### src/rtl/arb_req_if.sv
// Command and arbiter handshake bundle for one arb_req_master client.
interface arb_req_if #(
   parameter int LEN_W = 4
);
   logic             cmd_valid;
   logic             cmd_ready;
   logic [LEN_W-1:0] cmd_len;
   logic             cmd_slow;
   logic             req;
   logic             gnt;
   logic             done;
   logic             dly;
   logic             tout_rst;
   logic             tout;
   logic             beat_en;
   logic [LEN_W-1:0] beat_idx;
   logic             job_ok;
   logic             job_err;

   modport master (
      input  cmd_valid, cmd_len, cmd_slow, gnt, tout,
      output cmd_ready, req, done, dly, tout_rst, beat_en, beat_idx, job_ok, job_err
   );

   modport slave (
      output cmd_valid, cmd_len, cmd_slow, gnt, tout,
      input  cmd_ready, req, done, dly, tout_rst, beat_en, beat_idx, job_ok, job_err
   );
endinterface

### src/rtl/arb_req_master.sv
// Arbiter requester: request, count granted beats, close with done/dly or recover from tout.
// Define ARB_REQ_RETRY_EN to re-request after a timeout (up to MAX_RETRY times, BACKOFF idle cycles apart).
//
// state     | meaning
// S_IDLE    | ready for a command
// S_REQ     | req high, waiting for gnt
// S_XFER    | counting granted beats
// S_DONE    | done/job_ok pulse, dly from cmd_slow
// S_RECOV   | tout_rst pulse to clear arbiter TIMEOUT
// S_BACKOFF | idle gap before re-request
module arb_req_master #(
   parameter int LEN_W     = 4,
   parameter int MAX_RETRY = 2,
   parameter int BACKOFF   = 3
) (
   input  logic      clk,
   input  logic      rst,
   arb_req_if.master bus
);
   typedef enum logic [2:0] {
      S_IDLE, S_REQ, S_XFER, S_DONE, S_RECOV, S_BACKOFF
   } state_t;

   if (BACKOFF < 1) begin : g_bad_backoff
      $error("arb_req_master: BACKOFF must be at least 1");
   end
   if (MAX_RETRY < 0) begin : g_bad_retry
      $error("arb_req_master: MAX_RETRY must not be negative");
   end

   state_t           state, state_nxt;
   logic [LEN_W-1:0] len_q, len_nxt;
   logic             slow_q, slow_nxt;
   logic [LEN_W-1:0] beat_idx_q, idx_nxt;
   logic             beat_en_q, ben_nxt;
   logic             err_nxt;
   logic             cmd_ready_q, req_q, done_q, dly_q, tout_rst_q, job_ok_q, job_err_q;

`ifdef ARB_REQ_RETRY_EN
   localparam int RC_W = (MAX_RETRY < 1) ? 1 : $clog2(MAX_RETRY + 1);
   localparam int BO_W = (BACKOFF < 2) ? 1 : $clog2(BACKOFF);
   logic [RC_W-1:0] retry_cnt, retry_nxt;
   logic [BO_W-1:0] bo_cnt, bo_nxt;
`endif

   always_comb begin
      state_nxt = state;
      len_nxt   = len_q;
      slow_nxt  = slow_q;
      idx_nxt   = beat_idx_q;
      ben_nxt   = 1'b0;
      err_nxt   = 1'b0;
`ifdef ARB_REQ_RETRY_EN
      retry_nxt = retry_cnt;
      bo_nxt    = bo_cnt;
`endif
      case (state)
         S_IDLE: begin
            idx_nxt = '0;
            if (bus.cmd_valid) begin
               len_nxt   = (bus.cmd_len == '0) ? LEN_W'(1) : bus.cmd_len;
               slow_nxt  = bus.cmd_slow;
               state_nxt = S_REQ;
`ifdef ARB_REQ_RETRY_EN
               retry_nxt = '0;
`endif
            end
         end
         S_REQ: begin
            idx_nxt = '0;
            if (bus.tout) begin
               state_nxt = S_RECOV;
            end else if (bus.gnt) begin
               state_nxt = S_XFER;
               ben_nxt   = 1'b1;
            end
         end
         S_XFER: begin
            // tout wins over a completing last beat; the partial count is dropped
            if (bus.tout) begin
               state_nxt = S_RECOV;
               idx_nxt   = '0;
            end else if (beat_en_q && (beat_idx_q == len_q - LEN_W'(1))) begin
               state_nxt = S_DONE;
               idx_nxt   = '0;
            end else begin
               ben_nxt = bus.gnt;
               idx_nxt = beat_idx_q + LEN_W'(beat_en_q);
            end
         end
         S_DONE: state_nxt = S_IDLE;
         S_RECOV: begin
`ifdef ARB_REQ_RETRY_EN
            if (retry_cnt < RC_W'(MAX_RETRY)) begin
               state_nxt = S_BACKOFF;
               bo_nxt    = BO_W'(BACKOFF - 1);
            end else begin
               state_nxt = S_IDLE;
               err_nxt   = 1'b1;
            end
`else
            state_nxt = S_IDLE;
            err_nxt   = 1'b1;
`endif
         end
         S_BACKOFF: begin
`ifdef ARB_REQ_RETRY_EN
            if (bo_cnt == '0) begin
               state_nxt = S_REQ;
               retry_nxt = retry_cnt + RC_W'(1);
            end else begin
               bo_nxt = bo_cnt - BO_W'(1);
            end
`else
            state_nxt = S_IDLE;
`endif
         end
         default: state_nxt = S_IDLE;
      endcase
   end

   // Outputs are registered from the next state so they line up with the state they describe
   always_ff @(posedge clk) begin
      if (rst) begin
         state       <= S_IDLE;
         len_q       <= LEN_W'(1);
         slow_q      <= 1'b0;
         beat_idx_q  <= '0;
         beat_en_q   <= 1'b0;
         cmd_ready_q <= 1'b1;
         req_q       <= 1'b0;
         done_q      <= 1'b0;
         dly_q       <= 1'b0;
         tout_rst_q  <= 1'b0;
         job_ok_q    <= 1'b0;
         job_err_q   <= 1'b0;
`ifdef ARB_REQ_RETRY_EN
         retry_cnt   <= '0;
         bo_cnt      <= '0;
`endif
      end else begin
         state       <= state_nxt;
         len_q       <= len_nxt;
         slow_q      <= slow_nxt;
         beat_idx_q  <= idx_nxt;
         beat_en_q   <= ben_nxt;
         cmd_ready_q <= (state_nxt == S_IDLE);
         req_q       <= (state_nxt == S_REQ);
         done_q      <= (state_nxt == S_DONE);
         dly_q       <= (state_nxt == S_DONE) && slow_nxt;
         tout_rst_q  <= (state_nxt == S_RECOV);
         job_ok_q    <= (state_nxt == S_DONE);
         job_err_q   <= err_nxt;
`ifdef ARB_REQ_RETRY_EN
         retry_cnt   <= retry_nxt;
         bo_cnt      <= bo_nxt;
`endif
      end
   end

   assign bus.cmd_ready = cmd_ready_q;
   assign bus.req       = req_q;
   assign bus.done      = done_q;
   assign bus.dly       = dly_q;
   assign bus.tout_rst  = tout_rst_q;
   assign bus.beat_en   = beat_en_q;
   assign bus.beat_idx  = beat_idx_q;
   assign bus.job_ok    = job_ok_q;
   assign bus.job_err   = job_err_q;
endmodule

### src/flat_wrapper.sv
// flat-port wrapper written by rule: the top's interface ports become plain ports
module arb_req_master_flat 
#(
   parameter int LEN_W     = 4,
   parameter int MAX_RETRY = 2,
   parameter int BACKOFF   = 3
)
  (clk, rst, bus_cmd_valid, bus_cmd_len, bus_cmd_slow, bus_gnt, bus_tout, bus_cmd_ready, bus_req, bus_done, bus_dly, bus_tout_rst, bus_beat_en, bus_beat_idx, bus_job_ok, bus_job_err);
  arb_req_if #(.LEN_W(LEN_W)) bus_i ();
  input  logic clk;
  input  logic rst;
  input wire logic [$bits(bus_i.cmd_valid)-1:0] bus_cmd_valid;
  input wire logic [$bits(bus_i.cmd_len)-1:0] bus_cmd_len;
  input wire logic [$bits(bus_i.cmd_slow)-1:0] bus_cmd_slow;
  input wire logic [$bits(bus_i.gnt)-1:0] bus_gnt;
  input wire logic [$bits(bus_i.tout)-1:0] bus_tout;
  output wire logic [$bits(bus_i.cmd_ready)-1:0] bus_cmd_ready;
  output wire logic [$bits(bus_i.req)-1:0] bus_req;
  output wire logic [$bits(bus_i.done)-1:0] bus_done;
  output wire logic [$bits(bus_i.dly)-1:0] bus_dly;
  output wire logic [$bits(bus_i.tout_rst)-1:0] bus_tout_rst;
  output wire logic [$bits(bus_i.beat_en)-1:0] bus_beat_en;
  output wire logic [$bits(bus_i.beat_idx)-1:0] bus_beat_idx;
  output wire logic [$bits(bus_i.job_ok)-1:0] bus_job_ok;
  output wire logic [$bits(bus_i.job_err)-1:0] bus_job_err;
  assign bus_i.cmd_valid = bus_cmd_valid;
  assign bus_i.cmd_len = bus_cmd_len;
  assign bus_i.cmd_slow = bus_cmd_slow;
  assign bus_i.gnt = bus_gnt;
  assign bus_i.tout = bus_tout;
  assign bus_cmd_ready = bus_i.cmd_ready;
  assign bus_req = bus_i.req;
  assign bus_done = bus_i.done;
  assign bus_dly = bus_i.dly;
  assign bus_tout_rst = bus_i.tout_rst;
  assign bus_beat_en = bus_i.beat_en;
  assign bus_beat_idx = bus_i.beat_idx;
  assign bus_job_ok = bus_i.job_ok;
  assign bus_job_err = bus_i.job_err;
  arb_req_master #(.LEN_W(LEN_W), .MAX_RETRY(MAX_RETRY), .BACKOFF(BACKOFF)) u_core (.clk(clk), .rst(rst), .bus(bus_i));
endmodule
### config.mk
export PLATFORM = sky130hd
export DESIGN_NAME = arb_req_master_flat
export DESIGN_NICKNAME = d
export VERILOG_FILES = /design/src/rtl/arb_req_if.sv /design/src/rtl/arb_req_master.sv /design/src/flat_wrapper.sv
export SDC_FILE = /design/constraint.sdc
export NUM_CORES = 1
export LEC_CHECK = 0
export BUFFER_PORTS_ARGS = -buffer_cell sky130_fd_sc_hd__buf_4
export CAP_MARGIN = 20
export CORE_AREA = 8 8 70 72
export CTS_CLUSTER_DIAMETER = 40
export DETAILED_ROUTE_END_ITERATION = 7
export DIE_AREA = 0 0 78 80
export PLACE_DENSITY = 0.48
export SYNTH_ARGS = -nofsm -noshare
export SYNTH_HDL_FRONTEND = slang
export SYNTH_SLANG_ARGS = --single-unit
### constraint.sdc
create_clock -name clk -period 4.4 [get_ports clk]
set_clock_uncertainty 0.05 [all_clocks]
set_input_delay 0.44 -clock clk [delete_from_list [all_inputs] [get_ports clk]]
set_output_delay 0.44 -clock clk [all_outputs]
set_load 0.01 [all_outputs]
==> out/metrics.cfg, run 1 <==
[place]
gp_congestion = 0.755
place_ws_ns = 2.55
io_buffers = 21
post-dp-hpwl_um = 1690
place_area_mm2 = 0.00111
dpl.cell_count = 162

[routing]
dr_wl_met2_um = 991
wl_met1_um = 1070
vias = 750
top_layer_used = met4
wl_met3_um = 109
postRouteAntennaNets = 0
wire_per_inst_um = 13.2
drc = 0
viasPerCell = 4.52
routed_wl_um = 2190
firstDrtPassIters = 4
drt_iter0_drc = 96

[logic_synthesis]
async_reset_ff_share_pct = 0
synth_compound_area_share_pct = 17.1
synth_seq_cells = 19
synth.distinct_cells = 32
yosysWarningCount = 0
ys_top_cells_by_area = dfxtp_1 (42%), ha_1 (4.1%), nor2b_1 (4.1%), o311ai_0 (3.8%), xnor2_1 (3.8%)
synth_flop_cell = dfxtp_1
synthMuxAreaShare_pct = 3.29
synth.top_cell.area_share_pct = 41.6
yosysTopAreaCell = dfxtp_1
synth-xor-area-share_pct = 5.75
syn-mean-instance-area_um2 = 9.72
postSynthCellCount = 94
synth_fa_ha_area_share_pct = 4.11
ys_seq_area_share_pct = 41.6
synth_edf_count = 0
syn_area_um2 = 913
synth_top_family_by_area = simple AND/OR/NAND/NOR gates
synthSimpleGateAreaFrac_pct = 24.4
syn_nets = 107

[sta]
setup_ws_ns = 2.55
fmax_mhz = 540
tns_ns = 0
fin_crit_ns = 1.85
rsz0062_at_grt = no
hold_viol_final = 0
final-setup-viol-count = 0
drv_slew = 0
max_slew.worst_pin.slew_ns = 0.647
period_share_pct = 42.1
maxSlewHeadroom_pct = 56.5

[clock_network]
ctsResizeCount = 0
clock_latency_ns = 0.25
post-cts-setup-buffer-count = 0
cts_tree = built
cts_sinks = 19
clkSlewWorstSetupHoldPaths_ns = 0.07
cts-htree-levels = 1
numCtsBuffers = 3
ctsHoldBuffers = 0
clock-root-buffer = clkbuf_8
cts_buffer_depth = 2

[power]
powerDensity_mw_per_mm2 = 311
ir_drop_mv = 0.104
p_leak_nw = 0.513

[job]
maxCapViolCount = 0

[floorplan]
rows = 23
die_width_um = 78
ioPinCount = 22
initial_utilization_pct = 23.7
die_h_um = 80
fp.dieArea_mm2 = 0.00624
core_area_mm2 = 0.00386

[grt]
grt.total_usage_pct = 6.95
overflow = 0
grt_pass1_vias = 731
antenna_found_initial = 0
grt_pass1_wl_um = 3530
grt_max_degree = 15

[finish]
instances_no_fill = 166
final_cell_area_mm2 = 0.00116
drive_gt1_share_pct = 24.1
antenna_cells = 0
area_growth_pct = 26.7
nets = 130

[setup_path]
critPathLaunch = u_core.len_q[0]$_SDFFE_PP1P_
worst-path-max-fanout = 8
cp.required_ns = 4.53
reg2reg_from = u_core.len_q[0]$_SDFFE_PP1P_
critPathCaptureType = flop
worstPathArrival_ns = 1.99
path_class = flop to flop
start_kind = flop

[hold_path]
min_from = bus_cmd_len[1]
min_path_type = input port to flop

[outcome]
outcome = finished clean

-- layout by cell type, fill, tap and decap left out, drive strengths merged, types with 2 or more instances in the layout --
master,count
buf,21
dfxtp,19
nor2,9
nor2b,6
nor3,5
a21oi,4
xnor2,4
o311ai,4
nand2,4
inv,3
mux2i,3
o211a,3
nand3,3
and2,3
ha,3
clkbuf,3
o21ai,2
o211ai,2
xor2,2
nor4b,2
-- cell families after synthesis --
group                      count (synthesis)
buffers and inverters                      6
adders and majority gates                  3
xor gates and xnor gates                   6
and+or+nand+nor                           37
muxes                                      3
DFF                                       19
AOI/OAI and AO/OA                         20
-- cell type report --
cell class              instances  area (um2)
fillers                       426        2700
multi-input cells              69         499
flip-flops and latches         19         380
repair buffers                 21         158
well taps                      50        62.6
clock buffers                   3        41.3
inverters                       3        11.3
clock inverters                 1        5.00
-- path summary, 6_finish.rpt --
check             slack [ns]  cells past startpoint                             endpoint
setup / recovery        2.55                      6  u_core.bus.beat_idx[2]$_SDFFE_PP0P_
hold / removal          0.38                      3         u_core.len_q[1]$_SDFFE_PP0P_
setup reg to reg        2.55                      6  u_core.bus.beat_idx[2]$_SDFFE_PP0P_
hold reg to reg         0.46                      2  u_core.bus.beat_idx[0]$_SDFFE_PP0P_
-- where the power goes --
group | total (mW) | switching (mW) | internal, mW
Sequential | 0.185 | 0.00600 | 0.179
Clock | 0.123 | 0.0605 | 0.0629
Combinational | 0.0516 | 0.0278 | 0.0238
-- cell usage after synthesis (2+ instances only) --
cell type   n
a21oi_1     4
and2_1      3
dfxtp_1    19
ha_1        3
inv_1       3
mux2i_1     3
nand2_1     4
nand3_1     3
nor2_1      9
nor2b_1     6
nor3_1      5
o211a_1     3
o211ai_1    2
o21ai_0     2
o311ai_0    4
xnor2_1     4
xor2_1      2
-- per-layer routing --
layer,vias up,global-route usage [%]
met1,345,9.09
met4,0,3.33
met5,-,0
li1,384,-
met2,19,10.0
met3,2,2.25
-- critical path: stages, from the launching register on --
cell      delay (ns)
dfxtp_1         0.37
inv_1           0.07
ha_1            0.20
xnor2_1         0.13
xnor2_1         0.53
o311ai_0        0.22
a31oi_1         0.20
-- metrics by stage --
stage / hold slack (ns) / power (mW) / utilization (%)
global placement: 0.462 / 0.240 / 28.8
global route: 0.386 / 0.376 / 30.0
detailed placement: 0.460 / 0.241 / 28.8
floorplan: 0.413 / 0.221 / -
finish: 0.379 / 0.360 / 30.0
CTS: 0.373 / 0.364 / 30.0
Power figures use the tool's default switching activity.
==> run 2, diff against run 1 <==
clock period = 1.9 ns   (was 4.4 ns; I/O delays follow)
==> out/metrics.cfg, run 2 (synthesis results as in run 1) <==
[outcome]
outcome = finished clean

[setup_path]
slowest_delay_ns = 0.37  ; -0.16 ns
slowest_stage = o41ai_2
cp.required_ns = 2.05  ; -2.48 ns
worstPathArrival_ns = 1.89  ; -0.10 ns
path_cells = inv_1 -> ha_1 -> xnor2_2 -> xnor2_2 -> o41ai_2 -> and4b_1
critPathCaptureType = flop
cpMostUsedCell = xnor2_2
worst-path-max-fanout = 8  ; unchanged
path_class = flop to flop
start_kind = flop

[grt]
grt_pass1_vias = 741  ; +1.4%
grt_max_degree = 15  ; unchanged
grt_pass1_wl_um = 3510  ; -0.57%
antenna_found_initial = 0  ; unchanged
grt.total_usage_pct = 7.05  ; +0.098 points
overflow = 0  ; unchanged

[routing]
firstDrtPassIters = 5  ; +1
vias = 763  ; +1.7%
dr_wl_met2_um = 970  ; -2.1%
drt_iter0_drc = 57  ; -41%
wl_met3_um = 96  ; -12%
drc = 0  ; unchanged
postRouteAntennaNets = 0  ; unchanged
top_layer_used = met4
routed_wl_um = 2150  ; -2.0%
wl_met1_um = 1040  ; -2.5%
wire_per_inst_um = 12.6  ; -4.3%
viasPerCell = 4.49  ; -0.66%

[sta]
tns_ns = 0  ; unchanged
period_share_pct = 91.2  ; +49 points
whs_ns = 0.118  ; -0.261 ns
rsz0062_at_grt = no
maxSlewHeadroom_pct = 59.1  ; +2.6 points
fin_crit_ns = 1.73  ; -0.121 ns
fmax_mhz = 577  ; +7.0%
max_slew.worst_pin.slew_ns = 0.609  ; -0.0383 ns
drv_slew = 0  ; unchanged
setup_ws_ns = 0.168  ; -2.38 ns
hold_viol_final = 0  ; unchanged
final-setup-viol-count = 0  ; unchanged

[power]
ir_drop_mv = 0.382  ; +270%
p_comb_share_pct = 16.2  ; +1.9 points
seqPwrFrac_pct = 49.9  ; -1.5 points
powerDensity_mw_per_mm2 = 703  ; +130%
p_sw_share_pct = 26.2  ; about the same
finalPower_mw = 0.850  ; +140%
p_sw_mw = 0.222  ; +140%
p_leak_nw = 0.540  ; +5.4%
internal_power_mw = 0.628  ; +140%
clockPowerShare_pct = 33.9  ; -0.4 points

[job]
maxCapViolCount = 0  ; unchanged

[floorplan]
initial_utilization_pct = 23.7  ; unchanged
core_area_mm2 = 0.00386  ; unchanged
fp.dieArea_mm2 = 0.00624  ; unchanged
die_width_um = 78  ; unchanged
rows = 23  ; unchanged
ioPinCount = 22  ; unchanged
die_h_um = 80  ; unchanged

[place]
place_area_mm2 = 0.00114  ; +2.7%
io_buffers = 21  ; unchanged
dpl.cell_count = 166  ; +2.5%
post-dp-hpwl_um = 1680  ; -0.41%
gp_congestion = 0.760  ; +0.70%
place_ws_ns = 0.0593  ; -2.49 ns

[finish]
instances_no_fill = 170  ; +2.4%
final_cell_area_mm2 = 0.00121  ; +4.5%
fillers = 426  ; unchanged
final_common_cell = buf_4
drive_gt1_share_pct = 29.2  ; +5.0 points
nets = 134  ; +3.1%
area_growth_pct = 32.5
antenna_cells = 0  ; unchanged
final_cell_mix = buf_4 (25), dfxtp_1 (19), nor2_1 (9)
finish.utilization_pct = 31.4  ; +1.4 points

[clock_network]
post-cts-setup-buffer-count = 0  ; unchanged
cts_tree = built
cts_buffer_depth = 2  ; unchanged
cts_sinks = 19  ; unchanged
clkSlewWorstSetupHoldPaths_ns = 0.07  ; about the same
clock_latency_ns = 0.26  ; about the same
clock-root-buffer = clkbuf_8
numCtsBuffers = 3  ; unchanged
cts-htree-levels = 1  ; unchanged

[hold_path]
min_path_type = input port to flop

run 2: final timing paths:
path,cells after the start,endpoint,slack (ns),from
max reg2reg,6,u_core.bus.dly$_SDFF_PP0_,0.17,u_core.len_q[0]$_SDFFE_PP1P_
min,3,u_core.len_q[1]$_SDFFE_PP0P_,0.12,bus_cmd_len[1]
max,6,u_core.bus.dly$_SDFF_PP0_,0.17,u_core.len_q[0]$_SDFFE_PP1P_
min reg2reg,2,u_core.bus.beat_idx[0]$_SDFFE_PP0P_,0.47,u_core.bus.beat_idx[0]$_SDFFE_PP0P_
run 2: repair_timing:
item / 4_1_cts / 5_1_grt
hold buffers: 0 / 0
hold endpoints to repair: 0 / 0
setup endpoints to repair: 0 / 8
gates resized for setup: 0 / 4
run 2: power groups by stage:
stage / registers, mW / logic (mW) / clock network, mW
after CTS: 0.423 / 0.132 / 0.303
final: 0.424 / 0.138 / 0.288
after global routing: 0.425 / 0.152 / 0.321
after detailed placement: 0.433 / 0.131 / 0
after global placement: 0.432 / 0.131 / 0
after floorplan: 0.437 / 0.0755 / 0
run 2: area by class of cell:
cell class / instances / area, um2 / share of cell area [%]
Multi-Input combinational cell: 69 / 519 / 42.9
Inverter: 3 / 11.3 / 0.931
Clock buffer: 3 / 41.3 / 3.41
Clock inverter: 1 / 7.51 / 0.620
Timing Repair Buffer: 25 / 188 / 15.5
Sequential cell: 19 / 380 / 31.4
Tap cell: 50 / 62.6 / 5.17
run 2: routing by layer:
metal / track usage [%] / up-vias
met2: 10.6 / 13
met3: 2.59 / 2
met1: 8.52 / 354
met4: 3.89 / 0
li1: - / 394
met5: 0 / -
run 2: critical path: cells and delay by family (launching register included):
kind	cells	cell delay (ns)
flops	1	0.36
xor+xnor	2	0.36
fa+ha+maj	1	0.23
simple gates	1	0.23
buf+inv	1	0.08
compound gates	1	0.37
==> run 3, diff against run 2 <==
GPL_TIMING_DRIVEN = 0   (was not set)
PLACE_DENSITY = not set   (was 0.48)
==> out/metrics.cfg, run 3 (synthesis results as in run 1) <==
[sta]
final-setup-viol-count = 0  ; unchanged
period_share_pct = 95.9  ; +4.8 points
tns_ns = 0  ; unchanged
fmax_mhz = 549  ; -5.0%
fin_crit_ns = 1.82  ; +0.0903 ns
maxSlewHeadroom_pct = 49.7  ; -9.4 points
hold_viol_final = 0  ; unchanged
drv_slew = 0  ; unchanged
max_slew.worst_pin.slew_ns = 0.749  ; +0.140 ns

[job]
maxCapViolCount = 0  ; unchanged

[routing]
firstDrtPassIters = 4  ; -1
postRouteAntennaNets = 0  ; unchanged
vias = 782  ; +2.5%
routed_wl_um = 2250  ; +4.6%
drc = 0  ; unchanged
wire_per_inst_um = 13.1  ; +3.9%
drt_iter0_drc = 58  ; +1.8%
viasPerCell = 4.57  ; +1.9%

[clock_network]
clock-root-buffer = clkbuf_8
clock_latency_ns = 0.25  ; about the same
cts_tree = built
cts-htree-levels = 1  ; unchanged
cts_buffer_depth = 2  ; unchanged
clkSlewWorstSetupHoldPaths_ns = 0.07  ; about the same
cts_sinks = 19  ; unchanged
numCtsBuffers = 3  ; unchanged

[floorplan]
rows = 23  ; unchanged
core_area_mm2 = 0.00386  ; unchanged
die_h_um = 80  ; unchanged
die_width_um = 78  ; unchanged
fp.dieArea_mm2 = 0.00624  ; unchanged
ioPinCount = 22  ; unchanged
initial_utilization_pct = 23.7  ; unchanged

[outcome]
outcome = finished clean

[grt]
antenna_found_initial = 0  ; unchanged
overflow = 0  ; unchanged
grt_max_degree = 11  ; -4
grt.total_usage_pct = 7.14  ; +0.092 points
grt_pass1_wl_um = 3620  ; +2.9%
grt_pass1_vias = 775  ; +4.6%

[place]
io_buffers = 21  ; unchanged
gp_congestion = 0.847  ; +11%
post-dp-hpwl_um = 1700  ; +0.67%
dpl.cell_count = 165  ; -0.60%
place_area_mm2 = 0.00113  ; -0.66%

[finish]
nets = 135  ; +0.75%
area_growth_pct = 35.6
final_cell_area_mm2 = 0.00124  ; +2.4%
final_cell_mix = buf_4 (24), dfxtp_1 (18), nor2_1 (9)
fillers = 412  ; -3.3%
drive_gt1_share_pct = 29.8  ; +0.59 points
antenna_cells = 0  ; unchanged
instances_no_fill = 171  ; +0.59%
final_common_cell = buf_4

[setup_path]
worstPathArrival_ns = 1.97  ; +0.08 ns
worst-path-max-fanout = 5  ; -3
critPathCaptureType = flop
start_kind = flop
cp.required_ns = 2.05  ; about the same
path_class = flop to flop

[power]
p_leak_nw = 0.544  ; +0.70%
p_sw_share_pct = 25.5  ; -0.68 points
internal_power_mw = 0.631  ; +0.53%
seqPwrFrac_pct = 50.5  ; +0.6 points
ir_drop_mv = 0.202  ; -47%
clockPowerShare_pct = 32.6  ; -1.3 points
p_comb_share_pct = 16.9  ; +0.7 points
p_sw_mw = 0.216  ; -3.0%
powerDensity_mw_per_mm2 = 684  ; -2.7%

[hold_path]
min_path_type = input port to flop

run 3: cell types whose count changed in the layout (fill, tap and decap cells not counted), sizes merged:
cell / change
clkinvlp: -1
clkbuf: +2
run 3: worst paths after layout:
| kind | from | cells after the start | to | slack, ns |
|---|---|---|---|---|
| max | u_core.len_q[0]$_SDFFE_PP1P_ | 6 | u_core.bus.dly$_SDFF_PP0_ | 0.08 |
| min | rst | 2 | u_core.slow_q$_SDFF_PP0_ | 0.10 |
| max reg2reg | u_core.len_q[0]$_SDFFE_PP1P_ | 6 | u_core.bus.dly$_SDFF_PP0_ | 0.08 |
| min reg2reg | u_core.bus.beat_idx[0]$_SDFFE_PP0P_ | 2 | u_core.bus.beat_idx[0]$_SDFFE_PP0P_ | 0.48 |
run 3: per-layer routing:
layer / part of all wire, % / track usage (%)
met5: 0 / 0
met3: 5.0 / 2.25
met4: 1.8 / 4.44
met2: 48 / 11.1
met1: 45 / 8.38
run 3: repair_timing:
item / CTS / global route
pin swaps: 0 / 3
setup endpoints to repair: 1 / 8
hold buffers: 0 / 0
resized for setup: 2 / 6
setup buffers: 0 / 2
run 3: metrics by stage:
step                hold slack, ns  utilization (%)  setup WS (ns)  power (mW)
finish                       0.104             32.1         0.0774       0.847
global route                0.0985             32.1        -0.0181       0.892
CTS                          0.101             30.9        0.00654       0.840
detailed placement           0.367             29.4         0.0167       0.560
global placement             0.368             29.4          0.103       0.555
floorplan                    0.220                -          0.275       0.512
run 3: power groups by stage:
stage	Combinational, mW	Clock [mW]	Sequential [mW]
after floorplan	0.0755	0	0.437
after global placement	0.120	0	0.436
after detailed placement	0.124	0	0.436
after CTS	0.129	0.284	0.427
after global routing	0.157	0.306	0.430
final	0.143	0.276	0.428
run 3: layout make-up:
type,count,area (um2),area share (%)
Inverter,3,11.3,0.909
Timing Repair Buffer,23,173,13.9
Buffer,3,22.5,1.82
Tap cell,50,62.6,5.05
Multi-Input combinational cell,69,543,43.8
Clock buffer,4,45.0,3.64
Sequential cell,19,382,30.8
run 3: worst max-delay path: stages, from the launching register on:
cell	delay, ns
dfxtp_2	0.35
inv_1	0.08
ha_4	0.28
xor2_2	0.16
nand3_2	0.16
o41ai_4	0.45
and4b_1	0.24
